[src/rtl/ring_counter.sv]
// One-hot ring counter: a single set bit rotates toward the MSB every clock and wraps to bit 0.
// Optional feature macro RING_COUNTER_SELF_CORRECT_EN reloads RESET_VAL when the state is not one-hot.
module ring_counter #(
   parameter int unsigned           WIDTH     = 8,
   parameter logic [WIDTH-1:0]      RESET_VAL = {{(WIDTH-1){1'b0}}, 1'b1}
) (
   input  logic             clk,
   input  logic             reset,
   output logic [WIDTH-1:0] out
);

   logic [WIDTH-1:0] ring_r;
   logic [WIDTH-1:0] next_s;

`ifdef RING_COUNTER_SELF_CORRECT_EN
   // Exactly one bit set: nonzero and clearing the lowest set bit leaves nothing.
   function automatic logic is_one_hot(input logic [WIDTH-1:0] v);
      logic [WIDTH-1:0] low_cleared;
      low_cleared = v & (v - {{(WIDTH-1){1'b0}}, 1'b1});
      return (v != {WIDTH{1'b0}}) && (low_cleared == {WIDTH{1'b0}});
   endfunction
`endif

   // Next ring state: rotate left by one, or reload when the state is corrupted.
   always_comb begin
      next_s = {ring_r[WIDTH-2:0], ring_r[WIDTH-1]};
`ifdef RING_COUNTER_SELF_CORRECT_EN
      if (!is_one_hot(ring_r)) begin
         next_s = RESET_VAL;
      end else begin
         next_s = {ring_r[WIDTH-2:0], ring_r[WIDTH-1]};
      end
`endif
   end

   // Ring register; reset loads the seed immediately and wins over a coincident edge.
   always_ff @(posedge clk or posedge reset) begin
      if (reset) begin
         ring_r <= RESET_VAL;
      end else begin
         ring_r <= next_s;
      end
   end

   assign out = ring_r;

endmodule

[config.mk]
export PLATFORM = sky130hd
export DESIGN_NAME = ring_counter
export DESIGN_NICKNAME = d
export VERILOG_FILES = /design/src/rtl/ring_counter.sv
export SDC_FILE = /design/constraint.sdc
export NUM_CORES = 1
export LEC_CHECK = 0
export CAP_MARGIN = 20
export CORE_AREA = 2 2 39 41
export CTS_CLUSTER_DIAMETER = 100
export DETAILED_ROUTE_END_ITERATION = 10
export DIE_AREA = 0 0 41 43
export GPL_ROUTABILITY_DRIVEN = 1
export SETUP_SLACK_MARGIN = 0.3
export SYNTH_ARGS = -nofsm -noshare
export SYNTH_HDL_FRONTEND = slang
export SYNTH_SLANG_ARGS = --single-unit
[constraint.sdc]
create_clock -name clk -period 0.8 [get_ports clk]
set_input_delay 0.16 -clock clk [delete_from_list [all_inputs] [get_ports clk]]
set_output_delay 0.16 -clock clk [all_outputs]
set_load 0.05 [all_outputs]
==> results of run 1 <==
## metrics by stage
stage	setup TNS (ns)	power, W	hold WS (ns)	utilization	std cells
4_1_cts	-1.630	0.0007447	0.1437	0.3246	40
2_1_floorplan	-0.02225	0.0004181	-0.02492	-	9
5_1_grt	-1.842	0.0007876	0.1645	0.3490	43
3_5_place_dp	-0.03383	0.0004239	0.4108	0.2920	34
3_3_place_gp	-0.02882	0.0004237	0.4071	0.2920	34
6_report	-1.575	0.0007325	0.1607	0.3490	43
## power groups by stage
stage | Sequential (W) | Clock, W | Combinational [W]
finish | 0.000405 | 0.000315 | 0.0000121
global route | 0.000404 | 0.000369 | 0.0000137
CTS | 0.000405 | 0.000327 | 0.0000121
detailed placement | 0.000412 | 0 | 0.0000120
global placement | 0.000412 | 0 | 0.0000117
floorplan | 0.000412 | 0 | 0.00000624
## placed cells by master, fill, tap and decap left out, drive strengths merged
cell type and instances:
dfstp 1, clkdlybuf4s50 1, dfrtp 7, buf 13, inv 1, clkbuf 4
## synthesized netlist by cell type
master | n | area, um2
inv_1 | 1 | 3.750
dfrtp_1 | 7 | 175.2
dfstp_2 | 1 | 26.28
## routing by layer
layer	vias up	wire length, um
li1	61	-
met1	65	135
met2	12	199
met3	4	56
met4	0	36
met5	-	0
## how the worst max path moves through the flow
| stage | from | endpoint | slack, ns | cells after the start |
|---|---|---|---|---|
| 2_1_floorplan | out[0]$_DFF_PP1_ | out[0] | -0.02 | 0 |
| 3_3_place_gp | out[0]$_DFF_PP1_ | out[0] | -0.03 | 1 |
| 3_5_place_dp | out[0]$_DFF_PP1_ | out[0] | -0.03 | 1 |
| 4_1_cts | out[0]$_DFF_PP1_ | out[0] | -0.30 | 1 |
| 5_1_grt | out[0]$_DFF_PP1_ | out[0] | -0.33 | 1 |
| 6_report | out[0]$_DFF_PP1_ | out[0] | -0.29 | 1 |
## layout make-up
type | instances | share of cell area
clock buffers | 4 | 0.05440
well taps | 16 | 0.04145
flip-flops and latches | 8 | 0.4352
inverters | 1 | 0.007772
repair buffers | 14 | 0.4611
## cell families (layout without fill, tap and decap cells)
| kind of cell | after synthesis | in the layout |
|---|---|---|
| buffers and inverters | 1 | 19 |
| DFF | 8 | 8 |
## timing repair
item / 4_1_cts / 5_1_grt
setup endpoints to repair: 15 / 16
setup buffers: 2 / 3
gates resized for setup: 1 / 3
==> results.sh, run 1 <==
export IMPL_crit_required_ns=0.64
export IMPL_max_freq_ghz=0.9150
export IMPL_synth_top_family_by_area="buffers and inverters"
export IMPL_synthAdderAreaFrac=0
export IMPL_num_rows=14
export IMPL_combPwrFrac=0.016
export IMPL_dieHeight_um=43
export IMPL_synth_fp_nets=11
export IMPL_synth_mux_area_frac=0
export IMPL_cp_arrival_ns=0.93
export IMPL_switching_share=0.1808
export IMPL_grt_use_met1=0.04348
export IMPL_fin_crit_ns=1.093
export IMPL_status="complete, but fails checks"
export IMPL_syn_area_per_cell_um2=22.80
export IMPL_dpl_cell_area_um2=404.1
export IMPL_hp_class="input port to async pin"
export IMPL_start_util=0.1483
export IMPL_clk_pin_slew_ns=0.05
export IMPL_cp_slowest_stage_delay_ns=0.55
export IMPL_core_area_mm2=0.001384
export IMPL_ys_ff_latch=8
export IMPL_end_kind="output port"
export IMPL_diodes=0
export IMPL_timing_rr_end="out[1]$_DFF_PP0_"
export IMPL_cts_root_buf="clkbuf_4"
export IMPL_ys_warnings_count=0
export IMPL_cts_tree="yes"
export IMPL_worst_pin_slew_ns=0.2637
export IMPL_power_density_mw_per_mm2=1517
export IMPL_setup_violations=8
export IMPL_critPathMaxFanout=2
export IMPL_cts_buffers=3
export IMPL_drt_pass1_iter_count=1
export IMPL_reg2reg_depth=1
export IMPL_drive_above_1_share=0.8889
export IMPL_synth_seq_area_share=0.9817
export IMPL_clock_latency_ns=0.25
export IMPL_drt_iter0_markers=0
export IMPL_nets=30
export IMPL_area_growth_syn_to_layout_pct=135.4
export IMPL_grt_setup_unrepaired="yes"
export IMPL_gr_total_overflow=0
export IMPL_ios=10
export IMPL_clk_path_buf_depth=2
export IMPL_use_met3=0.04712
export IMPL_drtAntennaViolNets=0
export IMPL_largest_reg_flops=8
export IMPL_cts_hold_buffers=0
export IMPL_crit_type="flop to output port"
export IMPL_synth_xor_area_share=0
export IMPL_grt_pass1_wl_um=545
export IMPL_grt_total_usage=0.06301
export IMPL_worst_path_buf_inv=1
export IMPL_maxCapViolations=0
export IMPL_startpoint_type="flop"
export IMPL_place_ws_ns=-0.03383
export IMPL_grt_max_degree=9
export IMPL_max_slew_margin=0.8240
export IMPL_grt_use_met2=0.06875
export IMPL_grt_busiest_layer="met4"
export IMPL_multi_input_area_um2=0
export IMPL_yosysUniqueCellTypes=3
export IMPL_slowest_stage="dfstp_2"
export IMPL_wl_um=427
export IMPL_wl_per_cell_um=9.930
export IMPL_h_tree_depth=1
export IMPL_p_seq_frac=0.554
export IMPL_hold_viol_final=0
export IMPL_dieArea_mm2=0.001763
export IMPL_path_cells="buf_12"
export IMPL_crit_family="flip-flops"
export IMPL_multi_input_cells=0
export IMPL_antenna_found_initial=0
export IMPL_r2r_start="out[0]$_DFF_PP1_"
export IMPL_ir_worst_vdd_v=0.0004685
export IMPL_power_switching_w=0.0001324
export IMPL_fin_skew_ns=0.005168
export IMPL_regArea_um2=210.2
export IMPL_fin_area_um2=483.0
export IMPL_pwr_share_clk=0.430
export IMPL_viasPerCell=3.302
export IMPL_port_buffers=9
export IMPL_vias=142
export IMPL_drv_slew=0
export IMPL_internal_power_w=0.0006000
export IMPL_failed_checks="negative setup slack"
export IMPL_synth_simple_area_share=0
export IMPL_reg2reg_slack_ns=0.08
export IMPL_fillCellCount=144
export IMPL_finalCritPeriodShare=1.366
export IMPL_clock_sinks=8
export IMPL_synth_cells=9
export IMPL_die_x_um=41
export IMPL_cellLeakagePower_nw=0.2157
export IMPL_synth_compound_area_frac=0
export IMPL_fin_ws_ns=-0.2929
export IMPL_finalWeightedCongestion=0.5393
export IMPL_drc=0
export IMPL_syn_area_um2=205.2
export IMPL_grt_pass1_vias=124
Power figures use the tool's default switching activity.
==> run 2, diff against run 1 <==
- GPL_ROUTABILITY_DRIVEN: 1 -> default
==> results of run 2 <==
The final DEF is identical to that of run 1; final timing and power are the same.
